==> config.mk <==
export PLATFORM = sky130hd
export DESIGN_NAME = wb_uart_rx
export DESIGN_NICKNAME = d
export VERILOG_FILES = /design/src/rtl/wb_uart_rx.sv
export SDC_FILE = /design/constraint.sdc
export NUM_CORES = 1
export LEC_CHECK = 0
export ABC_AREA = 1
export CORE_MARGIN = 10
export CORE_UTILIZATION = 61
export DETAILED_ROUTE_END_ITERATION = 6
export PLACE_DENSITY = 0.79
export SLEW_MARGIN = 20
export SYNTH_ARGS = -nofsm -noshare
export SYNTH_HDL_FRONTEND = slang
export SYNTH_SLANG_ARGS = --single-unit
==> constraint.sdc <==
create_clock -name i_clk -period 3.1 [get_ports i_clk]
set_input_delay 0.62 -clock i_clk [delete_from_list [all_inputs] [get_ports i_clk]]
set_output_delay 0.62 -clock i_clk [all_outputs]
set_load 0.005 [all_outputs]
==> src/rtl/wb_uart_rx.sv <==
// ============================================================================
// Module   : wb_uart_rx
// Purpose  : 8N1 UART receiver with a byte FIFO drained over a Wishbone pop port.
// Revision : 1.0
// ============================================================================
`default_nettype none

module wb_uart_rx #(
   parameter int BAUD_DIV_RATE  = 2604,
   parameter int BAUD_DIV_WIDTH = 12,
   parameter int FIFO_AW        = 4
) (
   input  logic       i_clk,
   input  logic       i_reset_n,
   input  logic       uart_rx,
   input  logic       i_wb_cyc,
   input  logic       i_wb_stb,
   output logic [7:0] o_wb_data,
   output logic       o_wb_ack,
   output logic       o_wb_stall,
   output logic       o_rx_ready,
   output logic       o_frame_err,
   output logic       o_overrun
);

   localparam int DEPTH = 2 ** FIFO_AW;
   localparam logic [BAUD_DIV_WIDTH-1:0] BAUD_RELOAD = BAUD_DIV_WIDTH'(BAUD_DIV_RATE - 1);
   localparam logic [BAUD_DIV_WIDTH-1:0] BAUD_HALF   = BAUD_DIV_WIDTH'((BAUD_DIV_RATE >> 1) - 1);

   typedef enum logic [2:0] {
      IDLE      = 3'd0,
      START     = 3'd1,
      DATA      = 3'd2,
      STOP      = 3'd3,
      WAIT_IDLE = 3'd4
   } state_t;

   state_t                    state;
   state_t                    state_nxt;
   logic                      rx_meta;
   logic                      rx_s;
   logic [BAUD_DIV_WIDTH-1:0] baud_cnt;
   logic [2:0]                bit_cnt;
   logic [7:0]                shift_reg;
   logic                      tick;
   logic                      stop_tick;
   logic                      push_req;
   logic                      push;
   logic                      pop;
   logic                      empty;
   logic                      full;
   logic [FIFO_AW:0]          wr_ptr;
   logic [FIFO_AW:0]          rd_ptr;
   logic [7:0]                mem [DEPTH];
   logic                      unused_cyc;

   // The master ties cyc to stb, so only stb qualifies a pop.
   assign unused_cyc = i_wb_cyc;

   always_ff @(posedge i_clk or negedge i_reset_n) begin
      if (!i_reset_n) begin
         rx_meta <= 1'b1;
         rx_s    <= 1'b1;
      end else begin
         rx_meta <= uart_rx;
         rx_s    <= rx_meta;
      end
   end

   assign tick = (baud_cnt == '0);

   always_ff @(posedge i_clk or negedge i_reset_n) begin
      if (!i_reset_n) state <= IDLE;
      else            state <= state_nxt;
   end

   always_comb begin
      state_nxt = state;
      case (state)
         IDLE:      if (!rx_s) state_nxt = START;
         START:     if (tick) state_nxt = rx_s ? IDLE : DATA;
         DATA:      if (tick && (bit_cnt == 3'd7)) state_nxt = STOP;
         STOP:      if (tick) state_nxt = rx_s ? IDLE : WAIT_IDLE;
         WAIT_IDLE: if (rx_s) state_nxt = IDLE;
         default:   state_nxt = IDLE;
      endcase
   end

   // First tick lands mid start bit; later ticks land mid each following bit.
   always_ff @(posedge i_clk or negedge i_reset_n) begin
      if (!i_reset_n) begin
         baud_cnt  <= '0;
         bit_cnt   <= '0;
         shift_reg <= '0;
      end else begin
         if (state == IDLE) begin
            if (!rx_s) baud_cnt <= BAUD_HALF;
         end else if (tick) begin
            baud_cnt <= BAUD_RELOAD;
         end else begin
            baud_cnt <= baud_cnt - 1'b1;
         end
         if ((state == START) && tick) bit_cnt <= '0;
         if ((state == DATA) && tick) begin
            shift_reg <= {rx_s, shift_reg[7:1]};
            bit_cnt   <= bit_cnt + 1'b1;
         end
      end
   end

   assign stop_tick = (state == STOP) && tick;
   assign push_req  = stop_tick && rx_s;
   assign empty     = (wr_ptr == rd_ptr);
   assign full      = (wr_ptr[FIFO_AW] != rd_ptr[FIFO_AW]) &&
                      (wr_ptr[FIFO_AW-1:0] == rd_ptr[FIFO_AW-1:0]);
   assign pop       = i_wb_stb && !empty;
   // A pop in the same cycle frees the slot the push is about to use.
   assign push      = push_req && (!full || pop);

   assign o_wb_stall = empty;
   assign o_rx_ready = !empty;

   always_ff @(posedge i_clk) begin
      if (push) mem[wr_ptr[FIFO_AW-1:0]] <= shift_reg;
   end

   always_ff @(posedge i_clk or negedge i_reset_n) begin
      if (!i_reset_n) begin
         wr_ptr      <= '0;
         rd_ptr      <= '0;
         o_wb_data   <= '0;
         o_wb_ack    <= 1'b0;
         o_frame_err <= 1'b0;
         o_overrun   <= 1'b0;
      end else begin
         if (push) wr_ptr <= wr_ptr + 1'b1;
         if (pop) begin
            rd_ptr    <= rd_ptr + 1'b1;
            o_wb_data <= mem[rd_ptr[FIFO_AW-1:0]];
         end
         o_wb_ack    <= pop;
         o_frame_err <= stop_tick && !rx_s;
         o_overrun   <= push_req && full && !pop;
      end
   end

endmodule

`default_nettype wire
== Yosys cells after proc, flatten, opt, wreduce, memory -nomap -nowiden ==
Memories as Yosys holds them, arrays and structs flattened. A register that Yosys moved wholly into a read port is not among the register bits.
Index checks and enable logic that the tools add are counted.

* $add $sub $neg: 4
* Eq/ne operators: 13
* Mux-type cells: 15
* Reduce and logical (&&, ||, !) cells: 21

{| class="wikitable"
|+ Operators by type and width
! cell !! number
|-
| 12-bit 2-to-1 mux || 3
|-
| 3-bit 2-to-1 mux || 8
|-
| 3-bit one-hot mux with 5 select lines || 1
|-
| 12-bit logical NOT || 1
|-
| 12-bit by 1-bit subtractor with 12-bit output (second input constant) || 1
|-
| 1-bit logical AND || 11
|-
| 5-bit by 1-bit adder with 5-bit output (second input constant) || 2
|-
| 2-bit != test (second input constant) || 5
|-
| 3-bit by 2-bit equality test with 1-bit output (second input constant) || 2
|-
| 3-bit equality test (second input constant) || 2
|-
| 5-bit equality test || 1
|-
| 1-bit logical NOT || 5
|-
| 5-bit AND reduction || 1
|-
| 4-bit equality test || 1
|-
| 3-bit by 1-bit adder with 3-bit output (second input constant) || 1
|-
| 3-bit by 1-bit equality test with 1-bit output (second input constant) || 1
|-
| 3-bit logical NOT || 1
|-
| 1-bit 2-to-1 mux || 2
|-
| 2-bit 2-to-1 mux || 1
|-
| 2-bit nonzero test || 1
|-
| 1-bit logical OR || 1
|-
| 1-bit != test || 1
|}

* Flip-flop bits (word level): 41
* Bits in writable memories: 128
* Input bits: 5
* Output and inout port bits: 13
* Word-level logic and storage cells: 65
* Memories: 1

{| class="wikitable"
|+ Memory list
! name !! words !! width !! read ports !! clocked after Yosys merged registers in !! write ports !! line !! source
|-
| mem || 16 || 8 || 1 || 1 || 1 || 54 || <nowiki>logic [7:0] mem [DEPTH];</nowiki>
|}

== Longest topological paths before layout ==
* Word-level depth: 7
* Depth in mapped cells: 11
* Depth with buffers taken out: 9

== Worst setup path after synthesis ==
No wires, ideal clock.

* Path type: flip-flop to flip-flop
* Start: register baud_cnt[0]
* End: memory mem[0][0], enable pin
* Setup time: 0.370 ns
* Arrival: 1.727 ns
* Data required time: 2.730 ns
* Setup slack: 1.003 ns
* Cell stages (with the launch flop): 9
* Path buffers: 0
* Period minus slack after synthesis: 2.097 ns
* Cells stage by stage: dfrtp_1 > inv_1 > ha_1 > nand3_1 > nor2_2 > nand2_2 > nor3_4 > nand3_2 > nor2_1

* Longest elaborated chain between the ends: 6

{| class="wikitable"
|+ Ends and longest elaborated chain
! what !! line !! source
|-
| start, declared || 42 || <nowiki>logic [BAUD_DIV_WIDTH-1:0] baud_cnt;</nowiki>
|-
| start signal, assigned || 101 || <nowiki>baud_cnt <= baud_cnt - 1'b1;</nowiki>
|-
| 12-bit logical NOT || 70 || <nowiki>assign tick = (baud_cnt == '0);</nowiki>
|-
| 1-bit logical AND || 111 || <nowiki>assign stop_tick = (state == STOP) && tick;</nowiki>
|-
| 1-bit logical AND || 112 || <nowiki>assign push_req = stop_tick && rx_s;</nowiki>
|-
| 1-bit logical AND || 118 || <nowiki>assign push = push_req && (!full || pop);</nowiki>
|-
| 1-bit 2-to-1 mux || 124 || <nowiki>if (push) mem[wr_ptr[FIFO_AW-1:0]] <= shift_reg;</nowiki>
|-
| 1-bit 2-to-1 mux (not written as such) || 124 ||
|-
| end, declared || 54 ||
|}

Every way passes these cells.

== Worst setup path after layout ==
* Start: register rd_ptr[1]
* End: output port o_wb_stall

* Longest elaborated chain between the ends: 1

{| class="wikitable"
|+ Ends and longest elaborated chain
! what !! line !! source
|-
| start, declared || 53 || <nowiki>logic [FIFO_AW:0] rd_ptr;</nowiki>
|-
| start signal, assigned || 138 || <nowiki>rd_ptr <= rd_ptr + 1'b1;</nowiki>
|-
| 5-bit equality test || 113 || <nowiki>assign empty = (wr_ptr == rd_ptr);</nowiki>
|-
| end, declared || 20 || <nowiki>output logic o_wb_stall,</nowiki>
|}

Every way passes these cells.

==> impl_metrics.yaml <==
run_status:
  status: "finished, final reports clean"
die:
  core_area_mm2: 0.01277
  initial_core_util_pct: 63.22
  num_io_pins: 18
  die_h_um: 135.1
  die_w_um: 135.1
  die_area_mm2: 0.01824
  fp-row-count: 41
clocking:
  cts_buffers: 17
  h-tree-depth: 4
  clock_sink_count: 177
  cts_tree: "done"
  ctsResizeCount: 0
  cts-hold-fix-buffers: 0
  postCtsSetupRepairBufs: 0
  clk_pin_slew_worst_paths_ns: 0.06
  insertion_delay_ns: 0.43
  cts_root_buf: "clkbuf_16"
  ctsLongestPathBuffers: 2
setup_path:
  path_max_fanout: 36
  crit_path_end_kind: "output pin"
  startpoint_type: "flop"
  path_cells: "buf_4 > nand2_1 > nand2_1 > a21oi_2 > nand3_2 > inv_1 > clkdlybuf4s50_1"
  arrival_ns: 2.12
  crit_top_cell: "nand2_1"
  cp.required_ns: 2.48
  crit_slowest_cell: "clkdlybuf4s50_1"
  slowest_delay_ns: 0.49
  crit_type: "reg2out"
  crit_family: "buffers and inverters"
  path_buf_inv: 3
logic_synthesis:
  yosysUniqueCellTypes: 33
  netlist_area_mm2: 0.008075
  avgSynthCellArea_um2: 9.478
  synth_seq_cells: 177
  yosys.area.top_type: "edfxtp_1"
  synth_area_leaders: "edfxtp_1, dfrtp_1, nand2_1"
  synth_fp_nets: 866
  ys_seq_area_share_pct: 62.81
  synth_top_area_share_pct: 47.60
  yosys_warnings: 0
  syn_inst: 852
power:
  seqPwrFrac_pct: 55.0
  ir_drop_mv: 0.2799
  switching_power_mw: 0.8741
  leakage_nw: 4.031
  comb_power_share_pct: 0.4
  power.internal_mw: 3.700
  power.density_mw_per_mm2: 510.3
  p_clk_share_pct: 44.5
  switching_share_pct: 19.11
  p_total_mw: 4.574
global_routing:
  grt_max_degree: 66
  grt_pass1_wl_mm: 28.59
  antenna_found_initial: 0
  overflow: 0
  grt_pass1_vias: 5638
  grt_usage_pct: 20.01
cells_and_area:
  mostFrequentLayoutCell: "nand2_1"
  fin_cells: 1054
  largest_register_ff_count: 128
  nFillCells: 906
  areaGrowthSynthToFinish_pct: 10.99
  most-common-layout-cells: "nand2_1, nand3_1, edfxtp_1"
  nNetsFinal: 883
  drive_above_1_share_pct: 7.256
  antenna_cells: 0
flow_run:
  cap_violations: 0
sta:
  period_minus_slack_ns: 2.739
  slew_viol_final: 0
  clock.fmax_ghz: 0.3652
  fin_setup_tns_ns: 0
  skew_ns: 0.007793
  setup_viol: 0
  worst_pin_slew_ns: 0.9087
  post-route-period-util_pct: 88.34
  layout_setup_ws_ns: 0.3614
  finalHoldViolCount: 0
  slew_headroom_pct: 39.42
  rsz0062_at_grt: "false"
drt:
  first_pass_iters: 5
  viasPerCell: 5.470
  routed_wl_mm: 17.53
  vias: 5765
  wl_per_cell_um: 16.63
  remaining_drc_errors: 0
  drtAntennaViolNets: 0
  drtIter0Drc: 559
min_path:
  min_path_type: "in2async"
place:
  dp.cells: 1022
  place_ws_ns: 0.3404
  dp_hpwl_mm: 11.19
  place.gp.congestion: 0.8904
  portBuffers: 16
-- per-stage QoR --
| stage | hold slack (ns) | utilization, % | cell area (um2) |
|---|---|---|---|
| 2_1_floorplan | 0.3244 | - | 8075 |
| 3_3_place_gp | 0.3468 | 65.70 | 8392 |
| 3_5_place_dp | 0.3482 | 65.70 | 8392 |
| 4_1_cts | 0.3279 | 70.16 | 8962 |
| 5_1_grt | 0.3575 | 70.16 | 8962 |
| 6_report | 0.3078 | 70.16 | 8962 |
-- final timing paths --
path / start / to / slack, ns / cells past startpoint
min: i_reset_n / rd_ptr[1] / 0.31 / 1
max reg2reg: rd_ptr[1] / mem[8][2] / 0.46 / 7
min reg2reg: rx_meta / rx_s / 0.35 / 0
max in group asynchronous: i_reset_n / o_wb_data[0] / 2.17 / 2
max: rd_ptr[1] / o_wb_stall / 0.36 / 7
min in group i_clk: rx_meta / rx_s / 0.35 / 0
-- final cells by class --
type | instances | area [um2] | area share (%)
multi-input combinational | 516 | 2364 | 26.37
sequential | 177 | 5074 | 56.61
clock inverter | 14 | 141.4 | 1.578
clock buffer | 18 | 429.2 | 4.788
tap | 172 | 215.2 | 2.401
timing repair buffer | 30 | 260.3 | 2.904
inverter | 127 | 479.2 | 5.347
-- cell usage after synthesis (all sizes together) --
master  count
xor2        7
o21ai      11
a22oi       1
clkinv      2
nand2     290
nor2       41
dfrtp      47
nand3b      3
a21oi       7
edfxtp    128
buf        22
dfstp       2
o22ai       3
nand3     133
nor3        4
nand4       2
inv       125
xnor2       4
ha          9
clkbuf     10
a21boi      1
-- routing by layer --
| layer | track usage, % | vias to the layer above | part of all wire, % |
|---|---|---|---|
| met2 | 33.45 | 223 | 50 |
| met4 | 9.330 | 0 | 2.9 |
| met3 | 3.301 | 45 | 6.1 |
| li1 | - | 2759 | - |
| met1 | 24.92 | 2738 | 41 |
| met5 | 0 | - | 0 |
-- power by group through the flow --
stage,Combinational (mW),Sequential [mW],Clock (mW)
after floorplan,0.00181,2.57,0
final,0.0198,2.52,2.04
after detailed placement,0.0205,2.57,0
after global placement,0.0197,2.57,0
after global routing,0.0226,2.51,2.18
after CTS,0.0204,2.52,2.06
-- kinds of logic after synthesis --
| kind of cell | share of synthesized area [%] |
|---|---|
| compound gates | 1.581 |
| xor+xnor | 1.193 |
| fa+ha+maj | 1.395 |
| buf+inv | 7.918 |
| flops | 62.81 |
| simple gates | 25.10 |
No activity file was read; power rests on OpenSTA's default activity.
